[src/rtl/deflect_port_alloc.sv]
// Deflection port allocator: oldest-first greedy assignment of four network flits
// plus one local injection onto five output ports, with registered outputs.
module deflect_port_alloc #(
  parameter int AGE_W  = 8,
  parameter int DATA_W = 32,
  parameter int CNT_W  = 16
) (
  input  logic                clk,
  input  logic                reset,
  input  logic [3:0]          in_valid,
  input  logic [4*AGE_W-1:0]  in_age,
  input  logic [4*5-1:0]      in_prod,
  input  logic [4*DATA_W-1:0] in_data,
  input  logic                inj_valid,
  input  logic [4:0]          inj_prod,
  input  logic [DATA_W-1:0]   inj_data,
  output logic                inj_ack,
  output logic [4:0]          out_valid,
  output logic [5*AGE_W-1:0]  out_age,
  output logic [5*DATA_W-1:0] out_data,
  output logic [CNT_W-1:0]    defl_cnt
);

  logic [AGE_W-1:0]  ageIn   [4];
  logic [AGE_W-1:0]  ageNext [4];
  logic [4:0]        prodIn  [4];
  logic [DATA_W-1:0] dataIn  [4];
  logic [2:0]        rank    [4];

  logic [4:0]        busy;
  logic [1:0]        portIdx [5];
  logic [4:0]        portInj;
  logic [2:0]        deflCount;
  logic              placed;
  logic              injAck;

  logic [4:0]         nextValid;
  logic [5*AGE_W-1:0] nextAge;
  logic [5*DATA_W-1:0] nextData;
  logic [CNT_W:0]     cntSum;

  always_comb begin
    for (int unsigned i = 0; i < 4; i++) begin
      ageIn[i]   = in_age[i*AGE_W +: AGE_W];
      prodIn[i]  = in_prod[i*5 +: 5];
      dataIn[i]  = in_data[i*DATA_W +: DATA_W];
      ageNext[i] = (ageIn[i] == '1) ? ageIn[i] : ageIn[i] + 1'b1;
    end
  end

  // Rank = number of valid inputs that beat this one (older, or equal age with lower index).
  always_comb begin
    for (int unsigned i = 0; i < 4; i++) begin
      rank[i] = '0;
      for (int unsigned j = 0; j < 4; j++) begin
        if (j != i && in_valid[j] &&
            (ageIn[j] > ageIn[i] || (ageIn[j] == ageIn[i] && j < i)))
          rank[i] = rank[i] + 3'd1;
      end
    end
  end

  always_comb begin
    busy      = '0;
    portInj   = '0;
    deflCount = '0;
    placed    = 1'b0;
    injAck    = 1'b0;
    for (int unsigned p = 0; p < 5; p++) portIdx[p] = '0;

    for (int unsigned r = 0; r < 4; r++) begin
      for (int unsigned i = 0; i < 4; i++) begin
        if (in_valid[i] && rank[i] == 3'(r)) begin
          placed = 1'b0;
          for (int unsigned p = 0; p < 5; p++) begin
            if (!placed && prodIn[i][p] && !busy[p]) begin
              busy[p]    = 1'b1;
              portIdx[p] = 2'(i);
              placed     = 1'b1;
            end
          end
          if (!placed) begin
            deflCount = deflCount + 3'd1;
            for (int unsigned p = 0; p < 4; p++) begin
              if (!placed && !busy[p]) begin
                busy[p]    = 1'b1;
                portIdx[p] = 2'(i);
                placed     = 1'b1;
              end
            end
          end
        end
      end
    end

    if (inj_valid && busy[3:0] != 4'hF) begin
      injAck = 1'b1;
      placed = 1'b0;
      for (int unsigned p = 0; p < 4; p++) begin
        if (!placed && inj_prod[p] && !busy[p]) begin
          busy[p] = 1'b1; portInj[p] = 1'b1; placed = 1'b1;
        end
      end
      for (int unsigned p = 0; p < 4; p++) begin
        if (!placed && !busy[p]) begin
          busy[p] = 1'b1; portInj[p] = 1'b1; placed = 1'b1;
        end
      end
    end
  end

  assign inj_ack = injAck;

  always_comb begin
    nextValid = busy;
    nextAge   = '0;
    nextData  = '0;
    for (int unsigned p = 0; p < 5; p++) begin
      if (portInj[p]) begin
        nextAge[p*AGE_W +: AGE_W]    = AGE_W'(1);
        nextData[p*DATA_W +: DATA_W] = inj_data;
      end else if (busy[p]) begin
        nextAge[p*AGE_W +: AGE_W]    = ageNext[portIdx[p]];
        nextData[p*DATA_W +: DATA_W] = dataIn[portIdx[p]];
      end
    end
  end

  assign cntSum = {1'b0, defl_cnt} + {{(CNT_W-2){1'b0}}, deflCount};

  always_ff @(posedge clk or posedge reset) begin
    if (reset) begin
      out_valid <= '0;
      out_age   <= '0;
      out_data  <= '0;
      defl_cnt  <= '0;
    end else begin
      out_valid <= nextValid;
      out_age   <= nextAge;
      out_data  <= nextData;
      defl_cnt  <= cntSum[CNT_W] ? '1 : cntSum[CNT_W-1:0];
    end
  end

endmodule

[config.mk]
export PLATFORM = sky130hd
export DESIGN_NAME = deflect_port_alloc
export DESIGN_NICKNAME = d
export VERILOG_FILES = /design/src/rtl/deflect_port_alloc.sv
export SDC_FILE = /design/constraint.sdc
export NUM_CORES = 1
export LEC_CHECK = 0
export ABC_AREA = 1
export ABC_CLOCK_PERIOD_IN_PS = 26400
export CAP_MARGIN = 20
export CORE_MARGIN = 2
export CORE_UTILIZATION = 50
export CTS_CLUSTER_SIZE = 20
export DETAILED_ROUTE_END_ITERATION = 16
export GPL_ROUTABILITY_DRIVEN = 0
export PLACE_DENSITY = 0.89
export SLEW_MARGIN = 20
export SYNTH_ARGS = -nofsm -noshare
export SYNTH_HDL_FRONTEND = slang
export SYNTH_SLANG_ARGS = --single-unit
[constraint.sdc]
create_clock -name clk -period 26.4 [get_ports clk]
set_clock_uncertainty 0.05 [all_clocks]
set_input_delay 3.96 -clock clk [delete_from_list [all_inputs] [get_ports clk]]
set_output_delay 3.96 -clock clk [all_outputs]
set_load 0.01 [all_outputs]
# Word-level counts from Yosys, hierarchy flattened
# Index checks and enable logic that the tools add are counted.
word_totals:
  output_inout_bits: 222
  elab_cells: 1451
  inputBits: 224
  regBits: 221
classes:
  n_mux: 840
  magnitude_cmp: 17
  eq_ne: 23
  bitwise_logic: 5
  reduce_logical: 534
  n_addsub: 28
ops:
  columns: ["op", "count"]
  rows:
  - ["32-bit 2-to-1 mux", 19]
  - ["1-bit 2-to-1 mux", 554]
  - ["32-bit binary-select mux with 2-bit select", 5]
  - ["8-bit 2-to-1 mux", 38]
  - ["1-bit logical NOT", 281]
  - ["2-bit 2-to-1 mux", 130]
  - ["1-bit logical AND", 243]
  - ["10-bit 2-to-1 mux", 15]
  - ["3-bit 2-to-1 mux", 39]
  - ["8-bit > comparator", 12]
  - ["8-bit binary-select mux with 2-bit select", 5]
  - ["5-bit 2-to-1 mux", 16]
  - ["4-bit 2-to-1 mux", 18]
  - ["3-bit by 1-bit adder with 3-bit output, second input constant", 23]
  - ["8-bit equality test", 6]
  - ["8-bit by 1-bit adder with 8-bit output, second input constant", 4]
  - ["8-bit equality test, second input constant", 4]
  - ["3-bit by 2-bit equality test with 1-bit output, second input constant", 8]
  - ["16-bit by 3-bit adder with 17-bit output", 1]
  - ["16-bit 2-to-1 mux", 1]
  - ["3-bit >= comparator, second input constant", 5]
  - ["2-bit NOT with 3-bit output", 5]
  - ["3-bit by 1-bit equality test with 1-bit output, second input constant", 4]
  - ["3-bit logical NOT", 4]
  - ["other kinds (2)", 7]

# Logic depth before layout (Yosys ltp)
logic_depth:
  word_depth: 743
  mapped_depth: 133
  mapped_depth_nobuf: 133

# Worst setup path after synthesis
# OpenSTA, ideal clock, no wires.
synth_timing:
  path_kind: "input to output"
  from: "input in_age[19]"
  to: "output inj_ack"
  n_path_buf: 1
  path_stages: 119
  setup_slack_ns: 7.810
  arrival_ns: 14.580
  path_cell_list: "inv_1 -> ha_1 -> a21oi_1 -> o21ai_0 -> nand2_1 -> o211ai_1 -> nor2_1 -> inv_1 -> ha_1 -> inv_1 -> nand4_1 -> nand2_2 -> nor2_4 -> nand3_1 -> nand2_1 -> nand3_2 -> nor2_4 -> o21ai_1 -> [83 not listed] -> nand3_1 -> nand2_1 -> nand2_2 -> nand2_1 -> nand2_1 -> inv_2 -> nand2_1 -> nor2_2 -> nand2_1 -> nand2_2 -> nand2_2 -> nand2_4 -> inv_4 -> nor2_1 -> nand3_1 -> nand2_2 -> inv_4 -> buf_6"
synth_rtl:
  columns: ["element", "line_no", "rtl"]
  rows:
  - ["start: declaration", "11", "input logic [4*AGE_W-1:0] in_age,"]
  - ["end: declaration", "17", "output logic inj_ack,"]

==> summary.md <==
| Metric | Value |
|---|---|
| Critical path required time | `between 20000 and 25000 ps` |
| Outcome | `complete, no violations` |
| GRT Util Overall | `a little under two fifths` |
| Area growth from synthesis to layout | `24.86%` |
| Yosys top cell area share | `26.64%` |
| Max_cap viols | `0` |
| Remaining DRCs | `0` |
| # clock sinks | `roughly 220` |
| Final ANT Viol Nets | `0` |
| Fraction of registers with async set/reset | `between 90% and 100%` |
| Top_reg_cell synth | `dfrtp_1` |
| WL/cell | `around 21 um` |
| Max stage delay on crit path | `650 ps` |
| Vias | `24550` |
| FMAX | `0.04245 GHz` |
| DIE AREA | `about 43000 um2` |
| Crit path max fanout | `40` |
| Final Routed Wirelength | `82930 um` |
| Critical Path AT | `~20000 ps` |
| Setup Crit Path Kind | `in -> out` |
| Clock Latency Late Sink | `between 500 and 600 ps` |
| Most frequent cells in the layout | `nand2_1, clkdlybuf4s50_1, nand3_1, inv_1, o211ai_1` |
| TritonCTS clock tree | `done` |
| Register area share after synthesis | `a little over a quarter` |
| Leakage | `12.21 nW` |
| Finished Cell Area | `25920 um2` |
| Largest net degree at the start of global routing | `109` |
| Max_slew headroom | `between 10% and 20%` |
| R2R Setup Slk | `23980 ps` |
| Avg Cell Area, Syn | `6.671 um2` |
| Fin. max-slew vios | `0` |
| Ys Warns | `0` |
| Minimum clock period | `between 20000 and 25000 ps` |
| First drt pass iteration count | `10` |
| Pre-CTS setup slack | `3454 ps` |
| Core area | `40920 um2` |
| Post-DP HPWL | `~57000 um` |
| NumNets Final | `~3700` |
| Vias per cell | `6.155` |
| Buffers on Ports | `around 440` |
| Peak supply drop | `just over 0.05 mV` |
| Final Core Density | `between 60% and 70%` |
| First-pass GRT wire length | `127200 um` |
| Clock-pin slew on the worst setup and hold paths | `60 ps` |
| CTS max path bufs | `3` |
| Initial antenna violation count | `8` |
| Final Hold Fails | `0` |
| # IOs | `between 400 and 500` |
| Worst min path class | `reg -> reg` |
| Setup bufs post-CTS | `0` |
| Placed Instance Area | `24930 um2` |
| CTS Root Cell | `clkbuf_16` |
| Startpoint class of the critical path | `primary input` |
| Vias in the first global route | `22830` |
| #FFs+latches synth | `around 220` |
| Final period util | `89.23%` |
| Die X | `between 200 and 250 um` |
| Die height | `207.8 um` |
| Number of synthesized flops with an enable pin | `0` |
| Slowest CP cell | `clkdlybuf4s50_1` |
| Commonest non-fill, non-tap cell in the layout | `nand2_1` |
| Largest cells by area after synthesis | `dfrtp_1, nand2_1, o211ai_1, nand3_1, inv_1` |
| H-tree levels | `1` |
| RSZ-0062 raised after global routing | `no` |
| Post-route worst setup slack | `2842 ps` |
| Post-Syn Instances | `3112` |
| Cts hold-fix bufs | `0` |
| Row cnt | `74` |
| Setup total negative slack | `0 ps` |
| Starting density of the core | `50.72%` |
| Worst-Margin Slew | `about 1200 ps` |
| Critical path capture point type | `output port` |
| Resized cells post-CTS | `0` |
| # setup viols final | `0` |
| Net count after synthesis | `between 3000 and 4000` |
| Cell taking the most area after synthesis | `dfrtp_1` |
| CP most frequent cell | `nand2_1` |
| Synth cell types | `57` |
| Initial DRC count | `3386` |
| Clock buffer count from CTS | `25` |
| Netlist Area Pre-Place | `around 21000 um2` |
| Pwr/cell area | `60.28 nW/um2` |
| Share of cells above drive strength 1 | `6.785%` |
| Grt total ovfl | `0` |
## per-stage QoR
stage | cells | hold WS (ps) | power (mW)
floorplan | 3112 | 496.8 | 0.8836
global placement | 3934 | 463.8 | 1.124
detailed placement | 3934 | 487.6 | 1.138
CTS | 3980 | 490.5 | 1.544
global route | 3988 | 506.2 | 1.638
finish | 3988 | 504.7 | 1.562
## cell usage after synthesis (3+ instances only)
cell	n
a211oi_1	39
a21oi_1	190
a21oi_2	7
a221oi_1	4
a31oi_1	9
buf_1	6
buf_2	63
buf_4	18
buf_6	26
buf_8	9
clkbuf_1	42
dfrtp_1	221
dlygate4sd1_1	7
ha_1	78
inv_1	322
inv_2	30
mux2_2	5
nand2_1	795
nand2_2	42
nand2_4	5
nand3_1	330
nand3_2	9
nand4_1	44
nand4_2	3
nor2_1	166
nor2_2	15
nor2_4	9
nor3_1	77
nor4_1	4
o2111ai_1	4
o211ai_1	266
o21ai_0	132
o21ai_1	25
o21ai_2	30
o21bai_1	8
or2_2	3
xnor2_1	7
xor2_1	39
## cell type report
| class | instances | area (um2) |
|---|---|---|
| Antenna cell | 7 | 17.52 |
| Clock buffer | 34 | 719.4 |
| Clock inverter | 12 | 227.7 |
| Fill cell | 3536 | 15010 |
| Inverter | 356 | 1349 |
| Multi-Input combinational cell | 2364 | 12820 |
| Sequential cell | 221 | 5530 |
| Tap cell | 532 | 665.6 |
| Timing Repair Buffer | 462 | 4592 |
## per-layer routing
| layer | GRT usage, % | vias to the layer above | wire length (um) |
|---|---|---|---|
| met5 | 0 | - | 13 |
| met3 | 8.457 | 421 | 10310 |
| met1 | 46.29 | 10970 | 30530 |
| li1 | - | 11220 | - |
| met2 | 56.33 | 1928 | 35760 |
| met4 | 26.53 | 2 | 6314 |
## cells by family (layout without fill, tap and decap cells)
kind of cell / after synthesis / after routing / share of synthesized area [%]
buffers and inverters: 527 / 864 / 11.86
muxes: 6 / 6 / 0.3194
DFF: 221 / 221 / 26.64
and+or+nand+nor: 1508 / 1508 / 32.09
other: 0 / 7 / 0
AOI/OAI and AO/OA: 724 / 724 / 22.28
xor gates and xnor gates: 47 / 47 / 2.019
adders and majority gates: 79 / 79 / 4.798
## critical path: cells and delay by family
| family | cells | cell delay (ps) |
|---|---|---|
| simple gates | 91 | 10640 |
| compound gates | 13 | 1970 |
| buf+inv | 10 | 2230 |
| fa+ha+maj | 2 | 640 |
## final timing paths
path                                        startpoint                endpoint  depth (start not counted)
worst min-delay path            defl_cnt[13]$_DFF_PP0_  defl_cnt[13]$_DFF_PP0_                          1
min in group asynchronous                        reset    out_age[1]$_DFF_PP0_                          2
max in group asynchronous                        reset  out_data[13]$_DFF_PP0_                          4
worst max-delay path                         in_age[9]                 inj_ack                        116
worst min register to register  defl_cnt[13]$_DFF_PP0_  defl_cnt[13]$_DFF_PP0_                          1
worst max register to register   defl_cnt[0]$_DFF_PP0_  defl_cnt[13]$_DFF_PP0_                         10
## power breakdown
| group | leakage, nW | total, mW | switching, mW | internal, mW |
|---|---|---|---|---|
| clock | 0.465 | 0.404 | 0.154 | 0.250 |
| sequential | 3.00 | 0.400 | 0.0178 | 0.382 |
| combinational | 8.74 | 0.758 | 0.491 | 0.267 |
## flip-flops by register name, indices dropped and copies added (netlist names)
signal / count
out_data: 160
defl_cnt: 16
out_age: 40
out_valid: 5
Power figures use the tool's default switching activity.
